## src/rtl/pipearch_common_pkg.sv

```systemverilog
// Shared CCI-P definitions for the pipeline arbiters: tag/counter widths,
// instance ceiling and the c0 read request header layout.
package pipearch_common;

  localparam int unsigned CCIP_TAG_W         = 2;
  localparam int unsigned CCIP_MAX_INSTANCES = 4;
  localparam int unsigned CCIP_CNT_W         = 8;

  typedef struct packed {
    logic [1:0]  vc_sel;
    logic [1:0]  rsvd1;
    logic [1:0]  cl_len;
    logic [3:0]  req_type;
    logic [5:0]  rsvd0;
    logic [41:0] address;
    logic [15:0] mdata;
  } t_ccip_c0_ReqMemHdr;

  // Requester index lives in the top mdata bits so responses can be routed back.
  function automatic logic [15:0] tag_mdata(input logic [15:0]           mdata,
                                            input logic [CCIP_TAG_W-1:0] tag);
    return {tag, mdata[15-CCIP_TAG_W:0]};
  endfunction

endpackage

```

## src/rtl/ccip_rd_arbiter_rr_select.sv

```systemverilog
// Round-robin one-hot selector: first eligible index at or after ptr, wrapping.
module rr_select
  import pipearch_common::*;
#(
  parameter int unsigned N = 4
) (
  input  logic [N-1:0]            eligible,
  input  logic [CCIP_TAG_W-1:0]   ptr,
  output logic [N-1:0]            grant
);

  logic [2*N-1:0] rot_wide;
  logic [N-1:0]   rot;
  logic [N-1:0]   first;
  logic [2*N-1:0] back_wide;

  // Rotate so ptr sits at bit 0, isolate the lowest set bit, rotate back.
  always_comb begin
    rot_wide  = {eligible, eligible} >> ptr;
    rot       = rot_wide[N-1:0];
    first     = rot & (~rot + N'(1));
    back_wide = {first, first} << ptr;
    grant     = back_wide[2*N-1:N];
  end

endmodule

```

## src/rtl/ccip_rd_arbiter.sv

```systemverilog
// Round-robin arbiter for CCI-P c0 read requests with per-requester in-flight
// accounting. Define CCIP_RD_ARB_CREDIT_LIMIT_EN to cap each requester at MAX_OUTSTANDING.
module ccip_rd_arbiter
  import pipearch_common::*;
#(
  parameter int unsigned NUM_INSTANCES   = 4,
  parameter int unsigned MAX_OUTSTANDING = 64
) (
  input  logic                                        clk,
  input  logic                                        reset,
  input  logic [NUM_INSTANCES-1:0]                    req_valid,
  input  t_ccip_c0_ReqMemHdr [NUM_INSTANCES-1:0]      req_hdr,
  output logic [NUM_INSTANCES-1:0]                    req_ready,
  input  logic                                        c0TxAlmFull,
  output logic                                        tx_valid,
  output t_ccip_c0_ReqMemHdr                          tx_hdr,
  input  logic                                        rsp_valid,
  input  logic [CCIP_TAG_W-1:0]                       rsp_tag,
  output logic [NUM_INSTANCES-1:0][CCIP_CNT_W-1:0]    outstanding,
  output logic                                        tag_err
);

  typedef logic [CCIP_CNT_W-1:0] cnt_t;
  localparam cnt_t CNT_MAX = '1;

  logic [CCIP_TAG_W-1:0]        rr_ptr_q, rr_ptr_d;
  logic                         tx_valid_q, tx_valid_d;
  t_ccip_c0_ReqMemHdr           tx_hdr_q, tx_hdr_d;
  cnt_t [NUM_INSTANCES-1:0]     cnt_q, cnt_d;
  logic                         tag_err_q, tag_err_d;

  logic [NUM_INSTANCES-1:0]     eligible;
  logic [NUM_INSTANCES-1:0]     grant;
  logic [NUM_INSTANCES-1:0]     rsp_hit;
  logic [CCIP_TAG_W-1:0]        grant_idx;
  t_ccip_c0_ReqMemHdr           grant_hdr;

  always_comb begin
    eligible = req_valid & {NUM_INSTANCES{~c0TxAlmFull}};
`ifdef CCIP_RD_ARB_CREDIT_LIMIT_EN
    for (int unsigned i = 0; i < NUM_INSTANCES; i++) begin
      if (cnt_q[i] == CCIP_CNT_W'(MAX_OUTSTANDING)) eligible[i] = 1'b0;
    end
`endif
  end

  rr_select #(
    .N (NUM_INSTANCES)
  ) u_rr_select (
    .eligible (eligible),
    .ptr      (rr_ptr_q),
    .grant    (grant)
  );

  assign req_ready = reset ? '0 : grant;

  always_comb begin
    grant_idx = '0;
    grant_hdr = '0;
    rsp_hit   = '0;
    for (int unsigned i = 0; i < NUM_INSTANCES; i++) begin
      if (grant[i]) begin
        grant_idx = CCIP_TAG_W'(i);
        grant_hdr = req_hdr[i];
      end
      rsp_hit[i] = rsp_valid && (32'(rsp_tag) == i);
    end
  end

  always_comb begin
    rr_ptr_d   = rr_ptr_q;
    tx_valid_d = |grant;
    tx_hdr_d   = tx_hdr_q;
    cnt_d      = cnt_q;
    tag_err_d  = tag_err_q;

    if (|grant) begin
      tx_hdr_d       = grant_hdr;
      tx_hdr_d.mdata = tag_mdata(grant_hdr.mdata, grant_idx);
      rr_ptr_d       = (32'(grant_idx) == NUM_INSTANCES - 1) ? '0
                                                             : grant_idx + CCIP_TAG_W'(1);
    end

    if (rsp_valid && (32'(rsp_tag) >= NUM_INSTANCES)) tag_err_d = 1'b1;

    // A response to an empty counter is dropped (flagged); a grant in the same
    // cycle still counts. Increment saturates rather than wrapping.
    for (int unsigned i = 0; i < NUM_INSTANCES; i++) begin
      if (rsp_hit[i] && (cnt_q[i] == '0)) tag_err_d = 1'b1;
      if (grant[i] && !(rsp_hit[i] && (cnt_q[i] != '0))) begin
        if (cnt_q[i] != CNT_MAX) cnt_d[i] = cnt_q[i] + CCIP_CNT_W'(1);
      end else if (!grant[i] && rsp_hit[i] && (cnt_q[i] != '0)) begin
        cnt_d[i] = cnt_q[i] - CCIP_CNT_W'(1);
      end
    end
  end

  always_ff @(posedge clk) begin
    if (reset) begin
      rr_ptr_q   <= '0;
      tx_valid_q <= 1'b0;
      tx_hdr_q   <= '0;
      cnt_q      <= '0;
      tag_err_q  <= 1'b0;
    end else begin
      rr_ptr_q   <= rr_ptr_d;
      tx_valid_q <= tx_valid_d;
      tx_hdr_q   <= tx_hdr_d;
      cnt_q      <= cnt_d;
      tag_err_q  <= tag_err_d;
    end
  end

  assign tx_valid    = tx_valid_q;
  assign tx_hdr      = tx_hdr_q;
  assign outstanding = cnt_q;
  assign tag_err     = tag_err_q;

endmodule

```

## config.mk

```make
export PLATFORM = sky130hd
export DESIGN_NAME = ccip_rd_arbiter
export DESIGN_NICKNAME = d
export VERILOG_FILES = /design/src/rtl/pipearch_common_pkg.sv /design/src/rtl/ccip_rd_arbiter_rr_select.sv /design/src/rtl/ccip_rd_arbiter.sv
export SDC_FILE = /design/constraint.sdc
export NUM_CORES = 1
export LEC_CHECK = 0
export CORE_AREA = 2 2 160 162
export CTS_CLUSTER_SIZE = 28
export DETAILED_ROUTE_END_ITERATION = 7
export DIE_AREA = 0 0 162 164
export GPL_TIMING_DRIVEN = 0
export PLACE_DENSITY = 0.64
export SLEW_MARGIN = 20
export SYNTH_ARGS = -nofsm -noshare
export SYNTH_HDL_FRONTEND = slang
export SYNTH_SLANG_ARGS = --single-unit
```

## constraint.sdc

```tcl
create_clock -name clk -period 3.75 [get_ports clk]
set_clock_uncertainty 0.15 [all_clocks]
set_input_delay 0.75 -clock clk [delete_from_list [all_inputs] [get_ports clk]]
set_output_delay 0.75 -clock clk [all_outputs]
set_load 0.005 [all_outputs]
```

==> results by group, run 1 <==
Logic synthesis
  • Yosys cell types: 53
  • Syn Std Cell Area: 6390 um^2
  • #FFs+latches synth: 110
  • Sequential share of the synthesized area: 34.5%
  • Ranking of synthesized cells by area: dfxtp_1 34%, a222oi_1 11%, o2bb2ai_1 10%
  • Post-synth EDFFs: 0
  • Top_reg_cell synth: dfxtp_1
  • Top-area cell type share of the netlist area: 34.5%
  • Post-synth ARST share: 0%
  • Syn avg cell area: 9.46 um^2
  • Post-synth top area cell: dfxtp_1
  • Yosys warnings: 0
  • Cell count after synthesis: 675
  • Most numerous cell in the Yosys netlist: dfxtp_1
  • Top cells by count, synth: 110 x dfxtp_1, 73 x o2bb2ai_1, 72 x a21boi_0, 72 x a222oi_1, 63 x nor2_1
  • Syn nets: 1010

Floorplanning
  • Die Area: 26600 um^2
  • Die height: 164 um
  • Placeable Area: 24800 um^2
  • IO Count: 418
  • Row count: 58
  • Starting density of the core: 25.7%
  • Die width: 162 um

GRT
  • Initial antenna violation count: 4
  • Aggregate global routing overflow: 0
  • Number of global-route vias before repair: 7206
  • Largest net degree at the start of global routing: 20
  • Met1 GRT Util: 27.2%
  • First-pass GRT wire length: 42900 um
  • Grt peak-use layer: met2
  • Grt met2 use: 37.2%
  • Met3 Usage GRT: 3.56%
  • Total GRT Usage: 21.3%

Critical path
  • Worst Path Required: 2.85 ns
  • Cell Chain, Critical Path: clkdlybuf4s50_1 -> nor2_2 -> o21ai_1 -> a21oi_4 -> buf_8 -> and2_1 -> clkdlybuf4s50_1
  • Crit path top cell by count: clkdlybuf4s50_1
  • Critical register-to-register path endpoint: outstanding[31]
  • CP max stage delay: 0.54 ns
  • Reg2Reg Launch Point: outstanding[24]
  • Critical path type: in -> out
  • R2R cell count: 10
  • Critical path data arrival time: 2.76 ns
  • Critical Path Start Type: primary input
  • CP Max Fanout: 19
  • CP Capture Type: output pin
  • R2R Setup Slk: 0.26 ns
  • Critical Path Slowest Stage Cell: clkdlybuf4s50_1

Hold path
  • Hold path endpoint: tx_hdr[64]
  • WHS Path Cells: 1
  • HP Class: reg -> reg
  • Hold path startpoint: tx_hdr[64]

Power
  • Leak Pwr: 4.08 nW
  • Worst VDD drop: 0.211 mV
  • Power Total: 4.41 mW
  • PD cells: 387 nW/um^2

Timing
  • Minimum clock period: 3.66 ns
  • Worst-margin pin slew: 0.739 ns
  • Final setup violation count: 0
  • Slew headroom: 50.8%
  • Crit share post-route: 97.6%
  • Unrepaired setup endpoints after global routing: false
  • Final Hold Viols: 0
  • Max-slew violations: 0
  • Final worst setup slack: 0.0893 ns
  • Maximum clock rate: 273 MHz

CTS
  • CTS Buf Count: 9
  • CTS H-tree depth: 3
  • Worst skew pair latency: 0.35 ns
  • Reg clk slew, reported paths: 0.07 ns
  • Largest buffer count on any clock path: 2
  • Clock sinks: 110
  • CTS Root Cell: clkbuf_16
  • TritonCTS clock tree: built

Outcome
  • Status: finished with violations
  • Failing checks: design-rule violations

Run
  • Max_cap viols: 0

Cells and area
  • Area growth syn-to-layout: 78.1%
  • Fin nets: 1429
  • # fillers: 2484
  • Final std cells w/o fill: 1430
  • Share of layout cells above drive strength 1: 5.37%
  • Final Util: 45.8%

Drt
  • WL final: 29900 um
  • Number of routed nets with antenna violations: 0
  • Post-route DRC violation count: 4
  • Starting DRT DRC Count: 759
  • Via count: 7473
  • Vias/cell: 5.23
  • Routed wire per std cell: 20.9 um
  • DRT Pass-1 Iters: 8

Placed design
  • Pre-CTS WS: -1.54 ns
  • Port Buffers: 409
  • GPL Wtd Cong: 0.857
  • Placed cells: 1414
  • Hpwl dp: 24300 um
[sequential cells by signal (all words and copies together) (netlist names)]
| signal | cells |
|---|---|
| tag_err | 1 |
| outstanding | 32 |
| tx_valid | 1 |
| rr_ptr_q | 2 |
| tx_hdr | 74 |
[cells in the final DEF, fill, tap and decap left out, types with 9 or more instances in the layout]
cell             netlist  routed
clkbuf_16              0       9
dfxtp_1              110     110
a21boi_0              72      72
clkdlybuf4s50_1        0     405
ha_1                  25      22
clkbuf_1              29      29
mux2i_1               24      24
nor3_1                 9       9
a222oi_1              72      72
buf_2                 14      11
xnor2_1               16      16
a21oi_1               19      17
nor2_1                63      62
nor2b_1                9       9
xor2_1                 9       9
inv_1                 17      17
o21ai_0                9       9
nand2_1               13      11
o2bb2ai_1             73      73
[routing by layer]
layer	share of wire (%)	vias to the layer above
met5	0.10	-
met2	49	316
li1	-	3537
met3	6.0	41
met1	42	3575
met4	2.2	4
[through the flow]
stage | TNS [ns] | hold WS, ns | area (um^2)
2_1_floorplan | 0 | 0.306 | 6390
3_3_place_gp | -17.16 | 0.295 | 10900
3_5_place_dp | -17.76 | 0.295 | 10900
4_1_cts | 0 | 0.319 | 11300
5_1_grt | 0 | 0.333 | 11400
6_report | 0 | 0.316 | 11400
[how the worst max path moves through the flow]
| stage | startpoint | end | depth (start not counted) |
|---|---|---|---|
| 3_5_place_dp | req_valid[2] | outstanding[7] | 14 |
| 6_report | req_valid[1] | req_ready[0] | 7 |
| 5_1_grt | req_valid[1] | outstanding[7] | 13 |
| 2_1_floorplan | req_valid[2] | outstanding[7] | 13 |
| 3_3_place_gp | req_valid[2] | outstanding[7] | 14 |
| 4_1_cts | req_valid[2] | outstanding[7] | 13 |
[critical path, delay by kind of cell]
family	cells	cell delay, ns
AO/OA/AOI/OAI	2	0.32
buffers and inverters	3	1.29
AND/OR/NAND/NOR	2	0.39
[what timing repair did]
action                     in CTS  in global routing
hold buffers                    0                  0
pin swaps                       1                  1
setup endpoints to repair      17                  7
buffers inserted                1                  0
resized for setup              14                 19
[cell type report]
cell class	instances	area (um^2)	area share, %
antenna	1	2.50	0.0220
sequential	110	2200	19.4
tap	330	413	3.63
clock inverter	6	76.3	0.671
timing repair buffer	410	4110	36.1
buffer	52	297	2.61
multi-input combinational	493	3970	34.9
clock buffer	10	239	2.10
inverter	18	67.6	0.594
[power by group]
part / internal (mW) / switching (mW)
Combinational: 1.08 / 0.829
Clock: 0.550 / 0.484
Sequential: 1.31 / 0.157
[kinds of logic (layout without fill, tap and decap cells)]
group	Yosys count	after routing	synth area share (%)
mux	28	28	4.64
simple gates	136	136	10.2
other cells	0	1	0
compound gates	275	275	35.8
buf+inv	72	496	5.33
fa+ha+maj	29	29	6.15
xor+xnor	25	25	3.43
flops	110	110	34.5
Power figures use the tool's default switching activity.
==> inputs of run 2 (changes only) <==
CTS_CLUSTER_SIZE = unset   (was 28)
SLEW_MARGIN = 25   (was 20)
TNS_END_PERCENT = 5   (was unset)
==> run 2 against run 1 <==
Against the previous run: the flow still finishes with violations (design-rule violations); fmax rose by 0.49%; utilization fell by 0.056 points; critical path type unchanged; critical endpoint is now req_ready[1]; design area fell by 0.12%; register-to-register slack barely moved.
==> results by group, run 2 (same netlist as run 1, synthesis figures left out) <==
Drt
  • Vias/cell: 5.19
  • Post-route DRC violation count: 17
  • Met2 WL post-DR: 14800 um
  • Wire length on met1: 12700 um
  • Number of routed nets with antenna violations: 0
  • DR WL met3: 1730 um
  • DR top layer: met5
  • Routed wire per std cell: 20.9 um
  • Via count: 7415
  • WL final: 29900 um
  • DRT Pass-1 Iters: 8
  • Starting DRT DRC Count: 761

Timing
  • Minimum clock period: 3.64 ns
  • Final setup violation count: 0
  • Slew headroom: 50.2%
  • Unrepaired setup endpoints after global routing: true
  • Worst-margin pin slew: 0.747 ns
  • Final Hold Viols: 0
  • Maximum clock rate: 275 MHz
  • Crit share post-route: 97.1%
  • WHS: 0.316 ns
  • Max-slew violations: 0

GRT
  • Initial antenna violation count: 4
  • Number of global-route vias before repair: 7206
  • Aggregate global routing overflow: 0
  • Total GRT Usage: 21.3%
  • First-pass GRT wire length: 42900 um
  • Largest net degree at the start of global routing: 20

Cells and area
  • Fin nets: 1429
  • Final Util: 45.8%
  • Cell area after layout: 11400 um^2
  • Diodes inserted: 0
  • Area growth syn-to-layout: 77.9%
  • Most common library cell in the layout ignoring fill and taps: clkdlybuf4s50_1
  • Commonest non-fill, non-tap cells in the layout: 406 x clkdlybuf4s50_1, 110 x dfxtp_1, 73 x o2bb2ai_1
  • Max FFs per register: 74
  • Share of layout cells above drive strength 1: 5.37%

Power
  • Leak Pwr: 4.07 nW
  • Worst VDD drop: 0.211 mV
  • Power Total: 4.41 mW
  • PD cells: 388 nW/um^2

Placed design
  • Area post-placement: 10900 um^2
  • Port Buffers: 409
  • GPL Wtd Cong: 0.857
  • Hpwl dp: 24300 um

Floorplanning
  • Starting density of the core: 25.7%
  • Die width: 162 um
  • Row count: 58
  • Placeable Area: 24800 um^2
  • IO Count: 418
  • Die height: 164 um
  • Die Area: 26600 um^2

CTS
  • CTS Root Cell: clkbuf_16
  • CTS H-tree depth: 3
  • # hold bufs at CTS: 0
  • TritonCTS clock tree: built
  • CTS Buf Count: 9
  • Largest buffer count on any clock path: 2
  • Reg clk slew, reported paths: 0.07 ns
  • Worst skew pair latency: 0.36 ns
  • Clock sinks: 110

Outcome
  • Status: finished with violations
  • Failing checks: design-rule violations

Critical path
  • Critical path data arrival time: 2.74 ns
  • Worst Path Required: 2.85 ns
  • CP Max Fanout: 19
  • CP Capture Type: output pin
  • Critical path type: in -> out
  • Critical Path Start Type: primary input

Hold path
  • HP Class: reg -> reg

Run
  • Max_cap viols: 0
-- run 2: cell count changes in the layout (fill, tap and decap cells not counted) --
cell	change
dlymetal6s2s_1	-1
nand2_4	-1
buf_6	-1
buf_4	+1
nand2_2	+1
diode_2	-1
clkdlybuf4s50_1	+1
-- run 2: layout make-up --
| cell class | count | area [um^2] |
|---|---|---|
| buffer | 52 | 293 |
| clock buffer | 10 | 239 |
| clock inverter | 6 | 76.3 |
| fill | 2485 | 13500 |
| inverter | 18 | 67.6 |
| multi-input combinational | 493 | 3960 |
| sequential | 110 | 2200 |
| tap | 330 | 413 |
| timing repair buffer | 410 | 4110 |
-- run 2: path summary, 6_finish.rpt --
check	from	endpoint	slack, ns	depth (start not counted)
worst max-delay path	req_valid[3]	req_ready[1]	0.11	7
worst max register to register	outstanding[24]	outstanding[31]	0.26	10
worst min register to register	tx_hdr[64]	tx_hdr[64]	0.32	1
worst min-delay path	tx_hdr[64]	tx_hdr[64]	0.32	1
-- run 2: what timing repair did --
item,4_1_cts,5_1_grt
setup endpoints to repair,17,7
gates resized for setup,14,16
pin swaps,1,0
buffers inserted,1,0
-- run 2: routing by layer --
layer | GRT usage (%) | vias to the layer above
met3 | 3.56 | 37
met1 | 27.2 | 3541
met4 | 5.83 | 4
met5 | 0 | -
met2 | 37.2 | 296
li1 | - | 3537
-- run 2: critical path, stage by stage --
cell and delay [ns]:
clkdlybuf4s50_1 0.51, o21ai_0 0.20, o2111a_1 0.21, buf_4 0.21, buf_12 0.18, and2_1 0.14
clkdlybuf4s50_1 0.53
-- run 2: power by group --
| group | internal [mW] | switching [mW] |
|---|---|---|
| Clock | 0.550 | 0.487 |
| Combinational | 1.08 | 0.829 |
| Sequential | 1.31 | 0.158 |
| Total | 2.94 | 1.47 |
-- run 2: through the flow --
stage / std cells / setup TNS [ns] / worst slack [ns]
after floorplan: 675 / 0 / 0.112
after global placement: 1414 / -17.16 / -1.55
after detailed placement: 1414 / -17.76 / -1.54
after CTS: 1429 / 0 / 0.0272
after global routing: 1429 / -0.0703 / -0.0624
final: 1429 / 0 / 0.107
